$ cat src/rtl/mux_rr_stream.sv
// rtl/mux_rr_stream.sv - CHANNELS:1 valid/ready stream mux, round-robin or fixed priority, one-entry output register
module mux_rr_stream #(
    parameter int N           = 5,
    parameter int CHANNELS    = 4,
    parameter int ROUND_ROBIN = 1,
    parameter int SEL_W       = $clog2(CHANNELS)
) (
    input  logic                  clk,
    input  logic                  rst,
    input  logic [CHANNELS*N-1:0] in_data,
    input  logic [CHANNELS-1:0]   in_valid,
    output logic [CHANNELS-1:0]   in_ready,
    output logic [N-1:0]          out_data,
    output logic [SEL_W-1:0]      out_channel,
    output logic                  out_valid,
    input  logic                  out_ready
);

    logic [SEL_W-1:0] ptr;
    logic [SEL_W-1:0] grant;
    logic             grant_found;
    logic             load_en;
    logic             accept;
    int               idx;

    // Search starts at ptr and wraps explicitly so non-power-of-two CHANNELS works.
    always_comb begin
        grant       = '0;
        grant_found = 1'b0;
        idx         = 0;
        for (int k = 0; k < CHANNELS; k++) begin
            idx = int'(ptr) + k;
            if (idx >= CHANNELS) idx = idx - CHANNELS;
            if (!grant_found && in_valid[idx]) begin
                grant_found = 1'b1;
                grant       = SEL_W'(idx);
            end
        end
    end

    assign load_en = !out_valid || out_ready;
    // Gating with rst keeps producers from seeing a handshake that reset will discard.
    assign accept  = rst && grant_found && load_en;

    always_comb begin
        in_ready = '0;
        if (accept) in_ready[grant] = 1'b1;
    end

    always_ff @(posedge clk) begin
        if (!rst) begin
            out_valid   <= 1'b0;
            out_data    <= '0;
            out_channel <= '0;
            ptr         <= '0;
        end else if (accept) begin
            out_valid   <= 1'b1;
            out_data    <= in_data[int'(grant)*N +: N];
            out_channel <= grant;
            if (ROUND_ROBIN != 0)
                ptr <= (grant == SEL_W'(CHANNELS - 1)) ? '0 : grant + SEL_W'(1);
        end else if (out_ready) begin
            out_valid <= 1'b0;
        end
    end

endmodule

$ cat config.mk
export PLATFORM = sky130hd
export DESIGN_NAME = mux_rr_stream
export DESIGN_NICKNAME = d
export VERILOG_FILES = /design/src/rtl/mux_rr_stream.sv
export SDC_FILE = /design/constraint.sdc
export NUM_CORES = 1
export LEC_CHECK = 0
export ABC_AREA = 1
export CORE_MARGIN = 1
export CORE_UTILIZATION = 45
export CTS_CLUSTER_SIZE = 16
export DETAILED_ROUTE_END_ITERATION = 6
export PLACE_DENSITY = 0.84
export SETUP_SLACK_MARGIN = 0.2
export SYNTH_ARGS = -nofsm -noshare
export SYNTH_HDL_FRONTEND = slang
export SYNTH_SLANG_ARGS = --single-unit
$ cat constraint.sdc
create_clock -name clk -period 3 [get_ports clk]
set_clock_uncertainty 0.15 [all_clocks]
set_input_delay 0.6 -clock clk [delete_from_list [all_inputs] [get_ports clk]]
set_output_delay 0.6 -clock clk [all_outputs]
set_load 0.03 [all_outputs]
Word level (Yosys, flattened, before mapping) --
Cells that the tools add are included.
Operators by class: muxes and demuxes 30, reduce and logical (&&, ||, !) cells 12, multiply operators 1, $lt $le $gt $ge 10, add/sub/neg operators 8, shift-type cells 1, equal/unequal tests 1
Operators with widths (count):
- $lt 32x4->1 const B | 4
- $mux 32 | 4
- $shiftx 20x6->5 | 1
- $mux 1 | 15
- $sub 3x3->4 const B | 3
- $mux 2 | 5
- $ge 3x3->1 const B | 3
- $bmux 1 s2 | 4
- $add 2x2->3 const B | 2
- $logic_and 1x1->1 | 6
- $mul 2x3->5 const B | 1
- $logic_not 1->1 | 4
- $mux 4 | 1
- $sub 2x3->4 const B | 1
- $add 2x1->3 const B | 1
- $ge 2x3->1 const B | 1
- $lt 2x3->1 const B | 1
- $add 2x1->2 const B | 1
- $demux 1 s2 | 1
- $eq 2x2->1 const B | 1
- $ge 2x1->1 const B | 1
- $reduce_bool 2->1 | 1
- $logic_or 1x1->1 | 1
Storage, ports and cells: output and inout port bits 12, input port bits 27, logic and storage cells 67, register bits 10

Logic depth before layout (Yosys ltp) --
Gate-level depths: netlist of the first run.
word-level depth 20, depth in mapped cells 16, gate-level depth less buffers 14

Worst setup path before layout of the first run --
Ideal clock, no wire load.
kind input-to-output, from input port in_valid[3], to output port in_ready[0], setup slack 383 ps, required time 2250 ps, buffers on the path 1, stages 10, arrival 1867 ps, path through inv_1 > nand2_1 > nand3_1 > nand2_2 > nor2_4 > nand3_4 > nand3_4 > buf_12 > nand2_1 > nor2_1
On the way: cells in the longest elaborated chain, start to end 18, elaborated cells between the ends (all ways) 34, those cells by class 2 x order compare; 23 x mux; 9 x reduce/logical
Ends and longest elaborated chain:
- start: declaration | line 11 | input logic [CHANNELS-1:0] in_valid,
- $bmux 1 s2 | line 34 | if (!grant_found && in_valid[idx]) begin
- $mux 1 (implied by the code) (2 in a row) | line 34
- $mux 1 | line 34
- $logic_not 1->1 | line 34
- $logic_and 1x1->1 | line 34
- $mux 1 | line 34
- $logic_not 1->1 | line 34
- $logic_and 1x1->1 | line 34
- $mux 1 | line 34
- $logic_not 1->1 | line 34
- $logic_and 1x1->1 | line 34
- $mux 2 | line 34
- $lt 2x3->1 (implied by the code) / $ge 2x1->1 (equally long branches) | line 47 | if (accept) in_ready[grant] = 1'b1;
- $logic_and 1x1->1 (implied by the code) | line 47
- $mux 1 (implied by the code) | line 47
- $demux 1 s2 | line 47
- $mux 4 * | line 47
- end: declaration | line 12 | output logic [CHANNELS-1:0] in_ready,
Mark *: on every way between the ends. The rest lies on a longest branch, timed or not. The select of a mux whose other input is x is not followed.

Worst setup path after layout of the first run --
from input port in_valid[3], to output port in_ready[1]
The elaborated chain is that of the path after synthesis.

==> impl_metrics.toml, run 1 <==
[timing]
fin_setup_tns_ps = 0
min_period_ps = 2700
timing.slew.headroom = 0.788
hold_ws_ps = 325
hold_viol_final = 0
post-route-worst-setup-slack_ps = 299
drv_slew = 0
fin_crit_sh = 0.900
clock.fmax_ghz = 0.370
setup_violations = 0
rsz0062_at_grt = "yes"
tightest_slew_ps = 316

[clocking]
clk_pin_slew_worst_paths_ps = 70
cts_htree_levels = 1
clock_sinks = 10
clock_latency_ps = 260
root_buffer = "clkbuf_4"
clk_path_buf_depth = 2
cts_tree = "done"
cts-buffers-inserted = 3

[drt]
wl_per_cell_um = 11.8
vias_per_cell = 4.96
totalWireLength_mm = 2.96
first_pass_iters = 4
vias = 1245
ant_nets = 0
drtIter0Drc = 34
drcViolationCount = 0

[logic_synthesis]
yosys_warnings = 0
postSynthAreaPerCell_um2 = 6.16
synthesis.area_um2 = 1050
async_reset_ff_frac = 0
ys_seq_area_frac = 0.191
synthFlopType = "dfxtp_1"
ys_types = 21
synth_edf_count = 0
synth.net_count = 197
ys_seq_elements = 10
netlist_instances = 170

[worst_setup_path]
start_kind = "primary input"
path_class = "primary input to primary output"
critPathMaxFanout = 5
critPathArrivalTime_ps = 1950
cp-end-kind = "primary output"
cp_slowest_cell = "dlygate4sd2_1"
slowest_delay_ps = 240
cp_common_cell = "nand2_2"
worstPathCellList = "dlygate4sd2_1 > inv_1 > nand2_2 > nand3_1 > nand2_2 > nand2_2 > nand2_1 > nand2_2 > nand3_4 > nor2_4 > nand2_2 > inv_1 > buf_6"
critPathRequiredTime_ps = 2250
ff2ff_path_depth = 14
crit_start = "in_valid[3]"
r2r-start = "ptr[0]"

[status]
status = "finished clean"

[min_path]
min_path_type = "flop to flop"
hold_start = "out_channel[1]"
hold_depth = 2

[final_layout]
areaGrowthSynthToFinish_pct = 53.0
drive_above_1_share = 0.314
antennaDiodeCount = 0
fin_util = 0.725
fillCellCount = 170
nNetsFinal = 251
final_area_um2 = 1600
final_cells = 251

[place]
placed_cell_area_um2 = 1440
placedCellCount = 238
dpl.hpwl_mm = 2.15
globalplace.congestion = 0.905
io_buffers = 38
pre_cts_slack_ps = 0.628

[grt]
grt_pass1_wl_mm = 4.77
grt_pass1_vias = 1136
overflow = 0
grt_antenna_before_repair = 0
grt_usage = 0.250
grt_max_degree = 11

[die]
die_area_um2 = 2520
initial_utilization = 0.473
dieWidth_um = 50.2
die_h_um = 50.2
rows = 17
core_um2 = 2210
pin_count = 39

[pwr]
power.leakage_nw = 0.849
finalPower_mw = 1.70
power_density_nw_per_um2 = 1060
switching_power_mw = 0.891
ir_drop_mv = 0.674
seqPwrFrac = 0.145
clkPwrFrac = 0.072
intPower_mw = 0.808
swShare = 0.525
power_frac_comb = 0.783

[flow_run]
maxCapViolCount = 0
==> critical path, delay by kind of cell <==
kind | cells | cell delay (ps)
simple gates | 9 | 820
buf+inv | 4 | 530
==> cell type report <==
| class | instances | area (um2) | area share |
|---|---|---|---|
| well taps | 28 | 35.0 | 0.0219 |
| clock buffers | 4 | 36.3 | 0.0226 |
| inverters | 37 | 151 | 0.0945 |
| repair buffers | 55 | 497 | 0.310 |
| multi-input cells | 117 | 678 | 0.423 |
| flip-flops and latches | 10 | 205 | 0.128 |
==> what timing repair did <==
action                     4_1_cts  5_1_grt
gates resized for setup         26        2
buffers inserted                 8        1
setup endpoints to repair        4        4
hold buffers                     0        0
pin swaps                       17        0
==> state kept, by name (all words and copies together), names as in the netlist <==
signal       flops
out_data         5
out_channel      2
ptr              2
out_valid        1
==> logic make-up (layout without fill, tap and decap cells) <==
family / Yosys count / after routing / share of synthesized area
AO/OA/AOI/OAI: 5 / 5 / 0.0263
AND/OR/NAND/NOR: 112 / 112 / 0.566
buffers and inverters: 43 / 96 / 0.216
flip-flops: 10 / 10 / 0.191
==> power by group through the flow <==
stage                     sequential (mW)  clock, mW  combinational, mW
after floorplan                     0.309          0              0.806
after global placement              0.241          0               1.12
after detailed placement            0.241          0               1.15
after CTS                           0.243      0.125               1.30
after global routing                0.253      0.131               1.45
final                               0.247      0.123               1.33
==> synth_stat cells, types with 2 or more instances <==
| cell type | instances | share of area |
|---|---|---|
| nand2_1 | 49 | 0.18 |
| dfxtp_1 | 10 | 0.19 |
| o21ai_0 | 2 | 0.0096 |
| nor2_1 | 8 | 0.029 |
| inv_2 | 3 | 0.011 |
| nand2_2 | 13 | 0.078 |
| clkbuf_8 | 2 | 0.026 |
| buf_6 | 2 | 0.022 |
| nand3_1 | 22 | 0.11 |
| nand3_4 | 3 | 0.050 |
| nand3_2 | 5 | 0.048 |
| a21oi_1 | 2 | 0.0096 |
| nand4_1 | 10 | 0.060 |
| inv_1 | 32 | 0.11 |
==> cells in the final DEF, fill, tap and decap left out, types with 5 or more instances in the layout <==
cell type,Yosys,layout
nand3_2,5,7
nand2_2,13,20
clkdlybuf4s50_1,0,30
buf_4,1,20
nor2_1,8,5
inv_1,32,30
nand4_1,10,10
dfxtp_1,10,8
inv_2,3,5
nand3_1,22,19
nand2_1,49,42
==> per-layer routing <==
| layer | track usage | up-vias | part of all wire |
|---|---|---|---|
| li1 | - | 635 | - |
| met1 | 0.324 | 580 | 0.47 |
| met2 | 0.429 | 26 | 0.50 |
| met3 | 0.00909 | 4 | 0.024 |
| met4 | 0.100 | 0 | 0.012 |
| met5 | 0 | - | 0 |
==> path summary, 6_finish.rpt <==
path                                        to  slack, ps
worst max-delay path               in_ready[1]        300
worst min-delay path            out_channel[1]        320
worst max register to register     out_data[3]        910
worst min register to register  out_channel[1]        320
No activity file was read; power rests on OpenSTA's default activity.
==> run 2, diff against run 1 <==
--- a/config.mk
+++ b/config.mk
@@ -6,9 +6,10 @@
 export NUM_CORES = 1
 export LEC_CHECK = 0
 export ABC_AREA = 1
+export CORE_ASPECT_RATIO = 1.5
 export CORE_MARGIN = 1
 export CORE_UTILIZATION = 45
-export CTS_CLUSTER_SIZE = 16
+export CTS_CLUSTER_SIZE = 20
 export DETAILED_ROUTE_END_ITERATION = 6
 export PLACE_DENSITY = 0.84
 export SETUP_SLACK_MARGIN = 0.2
==> run 2 against run 1 <==
Global-route usage is 1.6 points higher. Largest cell class unchanged. Critical path type unchanged. Via count is 2.0% higher. Total power shrank 0.27%. Sequential cell count is the same. Die area increased by 0.16%. Cell area shrank 0.39%. Highest routed layer unchanged. Sequential share of layout area is 0.050 points higher.
==> impl_metrics.toml, run 2 (same netlist as run 1, synthesis figures left out) <==
[timing]
drv_slew = 0
timing.slew.headroom = 0.789
hold_viol_final = 0
fin_setup_tns_ps = 0
hold_ws_ps = 327
tightest_slew_ps = 315
min_period_ps = 2710
rsz0062_at_grt = "no"
fin_crit_sh = 0.902
clock.fmax_ghz = 0.370
setup_violations = 0

[final_layout]
top_regs = "out_data (5), out_channel (2), ptr (2)"
mostFrequentLayoutCell = "nand2_1"
layout_common_cells = "nand2_1, clkdlybuf4s50_1, inv_1"
areaGrowthSynthToFinish_pct = 52.4
final_area_um2 = 1600
fin_util = 0.723
nNetsFinal = 250
largest_reg_flops = 5
antennaDiodeCount = 0
drive_above_1_share = 0.342
regMostFlops = "out_data"
fillCellCount = 178

[drt]
totalWireLength_mm = 3.08
wl_met3_um = 111
vias_per_cell = 5.18
met1_length_mm = 1.17
drtIter0Drc = 41
top_layer_used = "met4"
drcViolationCount = 0
vias = 1270
first_pass_iters = 4
wl_met2_mm = 1.72
wl_per_cell_um = 12.6
ant_nets = 0

[min_path]
hold_start = "out_data[0]"
min_path_type = "flop to flop"

[clocking]
clock_sinks = 10
clock_latency_ps = 260
root_buffer = "clkbuf_4"
clk_pin_slew_worst_paths_ps = 70
cts_tree = "done"
cts_htree_levels = 1
cts-buffers-inserted = 3
clk_path_buf_depth = 2

[grt]
grt_max_degree = 12
overflow = 0
grt_antenna_before_repair = 0
grt_pass1_wl_mm = 4.66
grt_pass1_vias = 1203
grt_usage = 0.265

[die]
dieWidth_um = 41.4
pin_count = 39
core_um2 = 2210
die_area_um2 = 2530
die_h_um = 61.1
initial_utilization = 0.474
rows = 21

[worst_setup_path]
critPathArrivalTime_ps = 1960
critPathRequiredTime_ps = 2250
cp-end-kind = "primary output"
r2r-start = "ptr[1]"
path_class = "primary input to primary output"
start_kind = "primary input"
critPathMaxFanout = 5
crit_start = "in_valid[1]"

[pwr]
ir_drop_mv = 0.661
finalPower_mw = 1.69
power.leakage_nw = 0.846
power_density_nw_per_um2 = 1060

[flow_run]
maxCapViolCount = 0

[place]
io_buffers = 38
dpl.hpwl_mm = 2.17
placed_cell_area_um2 = 1430
globalplace.congestion = 0.862

[status]
status = "finished clean"
[run 2: worst max-delay path, stage by stage]
cell and delay [ps]:
dlygate4sd2_1 260, inv_2 70, nand2_1 50, nand2_1 100, nand2_1 70, nand2_2 80, nand2_2 70, nand2_1 80
nand2_2 70, nand3_4 120, nand2_1 80, nor2_1 120, buf_4 180
[run 2: final timing paths]
check | endpoint | slack [ps] | depth (start not counted)
worst max-delay path | in_ready[0] | 290 | 13
worst min-delay path | out_data[0] | 330 | 2
worst max register to register | out_data[3] | 900 | 15
worst min register to register | out_data[0] | 330 | 2
[run 2: layer usage]
metal | track usage | vias to the layer above
met4 | 0.157 | 0
li1 | - | 633
met1 | 0.266 | 589
met3 | 0.0253 | 8
met2 | 0.489 | 40
met5 | 0 | -
[run 2: layout make-up]
type / instances / area (um2) / share of cell area
well taps: 23 / 28.8 / 0.0180
multi-input cells: 117 / 686 / 0.429
inverters: 37 / 151 / 0.0948
clock buffers: 4 / 36.3 / 0.0227
flip-flops and latches: 10 / 205 / 0.129
repair buffers: 54 / 489 / 0.306
[run 2: report_power, final]
part	switching, mW	total [mW]	internal [mW]
registers	0.0570	0.251	0.193
logic	0.788	1.32	0.536
clock network	0.0467	0.120	0.0737
[run 2: repair_timing]
action	in CTS	in global routing
setup endpoints to repair	4	3
buffers inserted	8	0
hold buffers	0	0
pin swaps	17	1
gates resized for setup	29	6
[run 2: metrics by stage]
step / instances / setup slack [ps]
4_1_cts: 245 / 280
3_5_place_dp: 233 / 46.7
6_report: 245 / 295
5_1_grt: 245 / 194
3_3_place_gp: 233 / 106
2_1_floorplan: 170 / 383
